### config.mk
export PLATFORM = sky130hd
export DESIGN_NAME = mux_rr_arbiter_flat
export DESIGN_NICKNAME = d
export VERILOG_FILES = /design/src/rtl/mux_rr_arbiter_if.sv /design/src/rtl/mux_rr_arbiter.sv /design/src/flat_wrapper.sv
export SDC_FILE = /design/constraint.sdc
export NUM_CORES = 1
export LEC_CHECK = 0
export CORE_AREA = 2 2 39 41
export DETAILED_ROUTE_END_ITERATION = 10
export DIE_AREA = 0 0 41 43
export PLACE_DENSITY = 0.71
export SETUP_SLACK_MARGIN = 0.15
export SYNTH_ARGS = -nofsm -noshare
export SYNTH_HDL_FRONTEND = slang
export SYNTH_SLANG_ARGS = --single-unit
### constraint.sdc
create_clock -name clk -period 2.5 [get_ports clk]
set_input_delay 0.5 -clock clk [delete_from_list [all_inputs] [get_ports clk]]
set_output_delay 0.5 -clock clk [all_outputs]
set_load 0.03 [all_outputs]
### src/rtl/mux_rr_arbiter_if.sv
// Request/grant bundle between the four requesters and the round-robin mux arbiter.
// slave = arbiter side, master = requester/harness side.
interface mux_rr_arbiter_if;
  logic [3:0] req;
  logic [3:0] gnt;
  logic       busy;
  logic       s0;
  logic       s1;
  logic [1:0] owner;

  modport master (output req, input gnt, busy, s0, s1, owner);
  modport slave  (input req, output gnt, busy, s0, s1, owner);
endinterface

### src/rtl/mux_rr_arbiter.sv
// Round-robin arbiter driving the 4-to-1 mux selects; all outputs registered.
// Define MUX_ARB_TIMEOUT_EN to enable MAX_HOLD forced rotation; otherwise the owner locks.
module mux_rr_arbiter #(
  parameter int unsigned MAX_HOLD = 4
) (
  input logic             clk,
  input logic             rst,
  mux_rr_arbiter_if.slave bus
);

  typedef enum logic {IDLE, GRANT} state_t;

  state_t     state, state_n;
  logic [3:0] gnt_q, gnt_n;
  logic       busy_q, busy_n;
  logic [1:0] owner_q, owner_n;
  logic [1:0] last_q, last_n;
  logic [1:0] win;
  logic [1:0] idx;
  logic       found;

  if (MAX_HOLD < 1 || MAX_HOLD > 255) begin : g_max_hold_range
    $error("mux_rr_arbiter: MAX_HOLD must be within 1..255");
  end

`ifdef MUX_ARB_TIMEOUT_EN
  localparam logic [7:0] HOLD_LAST = 8'(MAX_HOLD - 1);
  logic [7:0] hold_q, hold_n;
  logic       contender;

  assign contender = |(bus.req & ~(4'b0001 << owner_q));
`endif

  // Scan starts just past the last winner, so last itself is checked last.
  always_comb begin
    win   = last_q + 2'd1;
    found = 1'b0;
    idx   = '0;
    for (int unsigned i = 1; i <= 4; i++) begin
      idx = last_q + 2'(i);
      if (!found && bus.req[idx]) begin
        win   = idx;
        found = 1'b1;
      end
    end
  end

  always_comb begin
    state_n = state;
    gnt_n   = gnt_q;
    owner_n = owner_q;
    last_n  = last_q;
`ifdef MUX_ARB_TIMEOUT_EN
    hold_n  = hold_q;
`endif
    case (state)
      IDLE: begin
        if (found) begin
          state_n = GRANT;
          gnt_n   = 4'b0001 << win;
          owner_n = win;
          last_n  = win;
`ifdef MUX_ARB_TIMEOUT_EN
          hold_n  = '0;
`endif
        end
      end
      GRANT: begin
        if (!bus.req[owner_q]) begin
          state_n = IDLE;
          gnt_n   = '0;
        end
`ifdef MUX_ARB_TIMEOUT_EN
        else if (hold_q == HOLD_LAST) begin
          if (contender) begin
            state_n = IDLE;
            gnt_n   = '0;
          end else begin
            hold_n  = '0;
          end
        end else begin
          hold_n = hold_q + 8'd1;
        end
`endif
      end
      default: begin
        state_n = IDLE;
        gnt_n   = '0;
      end
    endcase
    busy_n = (state_n == GRANT);
  end

  always_ff @(posedge clk or posedge rst) begin
    if (rst) begin
      state   <= IDLE;
      gnt_q   <= '0;
      busy_q  <= 1'b0;
      owner_q <= '0;
      last_q  <= 2'd3;
`ifdef MUX_ARB_TIMEOUT_EN
      hold_q  <= '0;
`endif
    end else begin
      state   <= state_n;
      gnt_q   <= gnt_n;
      busy_q  <= busy_n;
      owner_q <= owner_n;
      last_q  <= last_n;
`ifdef MUX_ARB_TIMEOUT_EN
      hold_q  <= hold_n;
`endif
    end
  end

  // owner only reloads on a new grant from IDLE, so selects are stable while busy.
  assign bus.gnt   = gnt_q;
  assign bus.busy  = busy_q;
  assign bus.owner = owner_q;
  assign bus.s0    = owner_q[0];
  assign bus.s1    = owner_q[1];

endmodule
### src/flat_wrapper.sv
// flat-port wrapper written by rule: the top's interface ports become plain ports
module mux_rr_arbiter_flat 
#(
  parameter int unsigned MAX_HOLD = 4
)
  (clk, rst, bus_req, bus_gnt, bus_busy, bus_s0, bus_s1, bus_owner);
  mux_rr_arbiter_if bus_i ();
  input logic clk;
  input logic rst;
  input wire logic [$bits(bus_i.req)-1:0] bus_req;
  output wire logic [$bits(bus_i.gnt)-1:0] bus_gnt;
  output wire logic [$bits(bus_i.busy)-1:0] bus_busy;
  output wire logic [$bits(bus_i.s0)-1:0] bus_s0;
  output wire logic [$bits(bus_i.s1)-1:0] bus_s1;
  output wire logic [$bits(bus_i.owner)-1:0] bus_owner;
  assign bus_i.req = bus_req;
  assign bus_gnt = bus_i.gnt;
  assign bus_busy = bus_i.busy;
  assign bus_s0 = bus_i.s0;
  assign bus_s1 = bus_i.s1;
  assign bus_owner = bus_i.owner;
  mux_rr_arbiter #(.MAX_HOLD(MAX_HOLD)) u_core (.clk(clk), .rst(rst), .bus(bus_i));
endmodule
==> qor.tcl, run 1 <==
set qor(wirelength_um) 1010
set qor(post_drt_wl_per_cell_um) 12.9
set qor(area_growth_pct) 35.4
set qor(max_freq_mhz) 527
set qor(yosysSeqAreaShare_pct) 47.0
set qor(global_route.overflow_total) 0
set qor(detail-route-antenna-nets) 0
set qor(placement_rows) 14
set qor(drc_errors) 0
set qor(clock_tree.root_cell) {sky130_fd_sc_hd__clkbuf_4}
set qor(top_level_ports) 15
set qor(port_buffers) 14
set qor(period_minus_slack_ps) 1900
set qor(seqPwrFrac_pct) 33.1
set qor(cp_data_arrival_time_ps) 2010
set qor(ys_seq_elements) 9
set qor(final-max-slew-violation-count) 0
set qor(path_clk_slew_ps) 60
set qor(cts_hold_buf) 0
set qor(syn-num-nets) 52
set qor(cts-root-to-sink-buffers) 2
set qor(gp_congestion) 0.751
set qor(slew_worst_pin_ps) 456
set qor(die_w_um) 41
set qor(layout-drive-gt1-share_pct) 14.5
set qor(internal_portion_of_total_power_mw) 0.521
set qor(switching_power_mw) 0.393
set qor(post_cts.repair.setup_buffers) 0
set qor(leakage_power_figure_nw) 0.275
set qor(timing.max_cap.violations) 0
set qor(setup_tns_ps) 0
set qor(num_vias) 418
set qor(clock_skew_ps) 0.720
set qor(worst_hold_path.num_cells) 2
set qor(critPathCaptureType) {register}
set qor(run_status) {complete, no violations}
set qor(final_hold_viol_count) 0
set qor(synth_edf_count) 0
set qor(mappedNetlistArea_sq_um) 484
set qor(instances_no_fill) 78
set qor(post-dp-hpwl_um) 774
set qor(timing.critical_path.fanout_max) 8
set qor(post_cts_resized) 0
set qor(dominant_cell_type_by_area_after_synthesis) {sky130_fd_sc_hd__dfrtp_1}
set qor(largest_net_degree_at_the_start_of_global_routing) 10
set qor(dieHeight_um) 43
set qor(n_antenna_cell) 0
set qor(timing.setup.critical_path_class) {in2reg}
set qor(setup_viol) 0
set qor(cp.depth) 5
set qor(cp_slowest_stage_delay_ps) 490
set qor(synth.most_common_cell) {sky130_fd_sc_hd__dfrtp_1}
set qor(overall_routing_resource_usage_pct) 14.2
set qor(syn_inst_count) 46
set qor(p_sw_share_pct) 43.0
set qor(crit_path_top_delay_cell) {sky130_fd_sc_hd__clkdlybuf4s50_1}
set qor(antenna_found_initial) 0
set qor(first_global_vias) 378
set qor(timing.reg2reg.worst_path_depth) 3
set qor(clkPwrFrac_pct) 12.0
set qor(syn_avg_cell_area_sq_um) 10.5
set qor(share_of_the_clock_period_used_by_the_worst_path_after_layout_pct) 75.9
set qor(synthFlopType) {sky130_fd_sc_hd__dfrtp_1}
set qor(grt_setup_unrepaired) {no}
set qor(ys_async_sr_fraction_pct) 100
set qor(timing.critical_path.max_delay_family) {simple AND/OR/NAND/NOR gates}
set qor(yosysWarnings) 0
set qor(grt_first_pass_wirelength_um) 1610
set qor(n_fill_cell) 137
set qor(initial_core_util_pct) 35.0
set qor(clock_tree_from_tritoncts) {done}
set qor(post-place-cells) 74
set qor(hp-class) {reg2reg}
set qor(critical_path_required_ps) 2620
set qor(worstSetupStartpointType) {input port}
set qor(initial_drt_markers) 5
set qor(synth_top_cell_area_share_pct) 36.2
set qor(clock_latency_ps) 260
set qor(timing.critical_path.cells) {clkdlybuf4s50_1 > nor4_1 > nor2_1 > o21ai_1 > o21ai_0}
set qor(synth_commonest_cells) {sky130_fd_sc_hd__dfrtp_1 (7), sky130_fd_sc_hd__nor2_1 (4), sky130_fd_sc_hd__a21oi_1 (3), sky130_fd_sc_hd__inv_1 (3)}
set qor(powerDensity_nw_per_um2) 1390
set qor(ranking_of_synthesized_cells_by_area) {sky130_fd_sc_hd__dfrtp_1 (36%), sky130_fd_sc_hd__dfstp_2 (11%), sky130_fd_sc_hd__mux4_2 (4.7%), sky130_fd_sc_hd__a22o_1 (3.6%), sky130_fd_sc_hd__a21oi_1 (3.1%)}
set qor(cts_max_level) 1
set qor(synth_cell_types) 25
set qor(dieArea_sq_um) 1760
set qor(num-nets-final) 69
set qor(number_of_optimization_iterations_in_the_first_detailed_route_pass) 4
set qor(critical_path.n_buffers_inverters) 1
set qor(worst_ir_drop_vdd_mv) 0.497
set qor(slew-limit-headroom_pct) 69.4
set qor(post_drt_via_cell_ratio) 5.36
set qor(core_area_sq_um) 1380
set qor(power.share.combinational_pct) 54.9
set qor(cts.sink_count) 9
set qor(numCtsBuffers) 3
cell usage in the layout (no fill, tap or decap), types with 2 or more instances in the layout:
master                             n
sky130_fd_sc_hd__a21oi_1           3
sky130_fd_sc_hd__o21a_1            2
sky130_fd_sc_hd__inv_1             3
sky130_fd_sc_hd__dfstp_2           2
sky130_fd_sc_hd__clkbuf_4          3
sky130_fd_sc_hd__nor2_1            4
sky130_fd_sc_hd__dfrtp_1           7
sky130_fd_sc_hd__clkdlybuf4s50_1  14
sky130_fd_sc_hd__nor4_1            2
sky130_fd_sc_hd__or2b_1            2
sky130_fd_sc_hd__nand2_1           2
sky130_fd_sc_hd__o21ai_0           2
sky130_fd_sc_hd__a22o_1            2
tightest hold or removal path: stages, from the launching register on:
cell                      delay, ps
sky130_fd_sc_hd__dfrtp_1        340
sky130_fd_sc_hd__nand2_1         50
sky130_fd_sc_hd__o21ai_0         60
stage by stage:
step           worst slack, ps  hold slack, ps  utilization, %  area [sq um]  total power, mW
2_1_floorplan              835             326               -           484            0.640
6_report                   603             482            47.4           656            0.914
5_1_grt                    398             519            47.4           656            0.978
3_5_place_dp               343             476            45.5           629            0.809
4_1_cts                    587             489            47.4           656            0.923
3_3_place_gp               368             479            45.5           629            0.809
cells by family after synthesis:
| kind of cell | share of synthesized area (%) |
|---|---|
| and+or+nand+nor | 12.9 |
| AOI/OAI and AO/OA | 25.1 |
| buffers and inverters | 5.43 |
| xor gates and xnor gates | 1.81 |
| DFF | 47.0 |
| muxes | 7.75 |
flip-flops by register name, indices dropped and copies added, names as in the netlist:
register and cells:
u_core.state 1, u_core.bus.owner 2, u_core.last_q 2, u_core.bus.gnt 4
cell type report:
class	instances	area [sq um]	area share, %
tap	16	20.0	3.05
timing repair buffer	14	140	21.4
multi-input combinational	32	230	35.1
inverter	3	11.3	1.72
clock buffer	4	26.3	4.01
sequential	9	228	34.7
layer usage:
layer  GRT usage (%)  share of wire [%]  vias to the layer above  wire length, um
met5               0                  0                        -                0
met4            10.0                1.9                        0               19
met1            18.4                 45                      201              457
li1                -                  -                      202                -
met3            4.71                5.8                        2               58
met2            19.1                 47                       13              473
worst paths after layout:
kind                                                 start                              end  slack [ps]
max                                             bus_req[1]    u_core.bus.gnt[1]$_DFFE_PP0P_         600
min                          u_core.bus.gnt[0]$_DFFE_PP0P_    u_core.bus.gnt[0]$_DFFE_PP0P_         480
max reg2reg                u_core.bus.owner[1]$_DFFE_PP0P_    u_core.bus.gnt[2]$_DFFE_PP0P_         940
min reg2reg                  u_core.bus.gnt[0]$_DFFE_PP0P_    u_core.bus.gnt[0]$_DFFE_PP0P_         480
max in group asynchronous                              rst     u_core.last_q[1]$_DFFE_PP1P_        1710
min in group asynchronous                              rst  u_core.bus.owner[1]$_DFFE_PP0P_         500
power groups by stage:
stage	combinational, mW	clock [mW]	sequential [mW]
2_1_floorplan	0.251	0	0.389
3_3_place_gp	0.504	0	0.304
3_5_place_dp	0.502	0	0.307
4_1_cts	0.507	0.113	0.303
5_1_grt	0.545	0.119	0.314
6_report	0.502	0.109	0.303
Note: power is estimated with default switching activity, not from simulation.
==> run 2: changes to the inputs <==
PLACE_DENSITY = 0.73   (was 0.71)
clock period = 1.7 ns   (was 2.5 ns; I/O delays follow)
==> run 2 against run 1 <==
- critical path depth shrank 2
- clock power increased by 51%
- register-to-register slack lost 750 ps
- largest cell class unchanged
- final area increased by 6.3%
- non-clock buffer count up 5
- die area unchanged
- via count is 1.4% higher
- sequential share of layout area decreased by 1.9 points
- utilization grew 3.0 points
==> qor.tcl, run 2 (same netlist as run 1, synthesis figures left out) <==
set qor(setup_tns_ps) 0 ;# unchanged
set qor(core_area_sq_um) 1380 ;# unchanged
set qor(dieHeight_um) 43 ;# unchanged
set qor(cp_data_arrival_time_ps) 1650 ;# -360 ps
set qor(post_cts.repair.setup_buffers) 0 ;# unchanged
set qor(top_level_ports) 15 ;# unchanged
set qor(leakage_power_figure_nw) 0.330 ;# +20%
set qor(final_hold_viol_count) 0 ;# unchanged
set qor(startpoint_of_the_most_critical_setup_path) {u_core.bus.owner[1]$_DFFE_PP0P_}
set qor(worst_hold_slack_ps) 340 ;# -142 ps
set qor(largest_net_degree_at_the_start_of_global_routing) 10 ;# unchanged
set qor(share_of_the_clock_period_used_by_the_worst_path_after_layout_pct) 88.8
set qor(num-nets-final) 74 ;# +7.2%
set qor(layout-drive-gt1-share_pct) 28.4 ;# +14 points
set qor(timing.rr.start) {u_core.bus.owner[1]$_DFFE_PP0P_}
set qor(cts_hold_buf) 0 ;# unchanged
set qor(n_antenna_cell) 0 ;# unchanged
set qor(slew_worst_pin_ps) 359 ;# -97.9 ps
set qor(area_used_by_multi_input_combinational_logic_sq_um) 248 ;# +7.6%
set qor(grt_first_pass_wirelength_um) 1660 ;# +3.0%
set qor(cts_max_level) 1 ;# unchanged
set qor(clock_skew_ps) 2.57 ;# +1.85 ps
set qor(critPathCaptureType) {register}
set qor(r2r_setup_slack_ps) 190 ;# -750 ps
set qor(timing.max_cap.violations) 0 ;# unchanged
set qor(terminus_of_the_critical_flop_to_flop_path) {u_core.bus.gnt[2]$_DFFE_PP0P_}
set qor(num_vias) 424 ;# +1.4%
set qor(initial_drt_markers) 2 ;# -3
set qor(worst_ir_drop_vdd_mv) 0.809 ;# +63%
set qor(number_of_optimization_iterations_in_the_first_detailed_route_pass) 4 ;# unchanged
set qor(worstSetupStartpointType) {register}
set qor(max_freq_mhz) 663
set qor(post-dp-hpwl_um) 851 ;# +10%
set qor(first_global_vias) 407 ;# +7.7%
set qor(final-seq-area_sq_um) 229 ;# +0.55%
set qor(grt_setup_unrepaired) {no}
set qor(antenna_found_initial) 0 ;# unchanged
set qor(initial_core_util_pct) 35.0 ;# unchanged
set qor(die_w_um) 41 ;# unchanged
set qor(slew-limit-headroom_pct) 75.9 ;# +6.5 points
set qor(numCtsBuffers) 3 ;# unchanged
set qor(n_fill_cell) 136 ;# -0.73%
set qor(setup_viol) 0 ;# unchanged
set qor(clock_tree_from_tritoncts) {done}
set qor(timing.setup.critical_path_class) {reg2reg}
set qor(critical_path_required_ps) 1850 ;# -770 ps
set qor(global_route.overflow_total) 0 ;# unchanged
set qor(clock_tree.root_cell) {sky130_fd_sc_hd__clkbuf_4}
set qor(largest_register_ffs) 4 ;# unchanged
set qor(hp-class) {in2async}
set qor(cts.sink_count) 9 ;# unchanged
set qor(powerDensity_nw_per_um2) 1940 ;# +39%
set qor(period_minus_slack_ps) 1510
set qor(timing.critical_path.fanout_max) 4 ;# -4
set qor(area_growth_pct) 43.9
set qor(run_status) {complete, no violations}
set qor(dieArea_sq_um) 1760 ;# unchanged
set qor(cts-root-to-sink-buffers) 2 ;# unchanged
set qor(port_buffers) 14 ;# unchanged
set qor(top_library_cells_by_usage_in_the_layout_fill_and_taps_aside) {sky130_fd_sc_hd__dlygate4sd2_1 (13), sky130_fd_sc_hd__dfrtp_1 (6), sky130_fd_sc_hd__buf_4 (5)}
set qor(overall_routing_resource_usage_pct) 14.3 ;# +0.13 points
set qor(post_drt_via_cell_ratio) 5.11 ;# -4.7%
set qor(clock_latency_ps) 260 ;# about the same
set qor(path_clk_slew_ps) 70 ;# about the same
set qor(layout_commonest_cell) {sky130_fd_sc_hd__dlygate4sd2_1}
set qor(wirelength_um) 1120 ;# +11%
set qor(placement_rows) 14 ;# unchanged
set qor(timing.reg2reg.worst_path_depth) 3 ;# unchanged
set qor(post_drt_wl_per_cell_um) 13.4 ;# +4.1%
set qor(drc_errors) 0 ;# unchanged
set qor(gp_congestion) 0.699 ;# -6.9%
set qor(final-max-slew-violation-count) 0 ;# unchanged
set qor(detail-route-antenna-nets) 0 ;# unchanged
-- run 2: layer usage --
metal / track usage, % / wire length, um
met5: 0 / 0
met4: 10.0 / 18
met3: 3.14 / 60
met2: 21.9 / 572
met1: 16.8 / 464
-- run 2: worst max-delay path, cell delays in order (launching register included) --
cell,delay [ps]
sky130_fd_sc_hd__dfrtp_2,390
sky130_fd_sc_hd__mux4_2,530
sky130_fd_sc_hd__mux2_4,300
sky130_fd_sc_hd__a22o_1,180
-- run 2: layout make-up --
type	instances	share of cell area [%]
inverters	3	1.62
repair buffers	19	23.2
multi-input cells	32	35.5
clock buffers	3	3.23
flip-flops and latches	9	32.9
well taps	16	2.87
clock inverters	1	0.718
-- run 2: how the worst max path moves through the flow --
stage	end	slack, ps
floorplan	u_core.bus.gnt[2]$_DFFE_PP0P_	140
global placement	u_core.bus.gnt[2]$_DFFE_PP0P_	-220
detailed placement	u_core.bus.gnt[3]$_DFFE_PP0P_	-250
CTS	u_core.bus.gnt[2]$_DFFE_PP0P_	190
global route	u_core.bus.gnt[2]$_DFFE_PP0P_	150
finish	u_core.bus.gnt[2]$_DFFE_PP0P_	190
-- run 2: power breakdown --
group | switching, mW | leakage [nW] | internal (mW) | total (mW)
logic | 0.423 | 0.205 | 0.316 | 0.739
clock network | 0.0781 | 0.0177 | 0.0867 | 0.165
registers | 0.113 | 0.107 | 0.336 | 0.449
total | 0.615 | 0.330 | 0.739 | 1.35
-- run 2: what timing repair did --
action	4_1_cts	5_1_grt
pin swaps	0	1
gates resized for setup	13	3
endpoints found under the setup margin	14	3
-- run 2: per-stage QoR --
step | cells | total power, mW | utilization (%) | cell area (sq um) | setup slack [ps]
finish | 83 | 1.35 | 50.4 | 697 | 191
global route | 83 | 1.44 | 50.4 | 697 | 153
CTS | 83 | 1.33 | 49.1 | 679 | 187
detailed placement | 79 | 1.23 | 48.3 | 668 | -252
global placement | 79 | 1.22 | 48.3 | 668 | -222
floorplan | 46 | 0.944 | - | 485 | 137
==> run 3: changes to the inputs <==
SKIP_LAST_GASP = 1   (was default)
==> results of run 3 <==
Same layout as run 2: the final DEF is identical, and so are final timing and power.
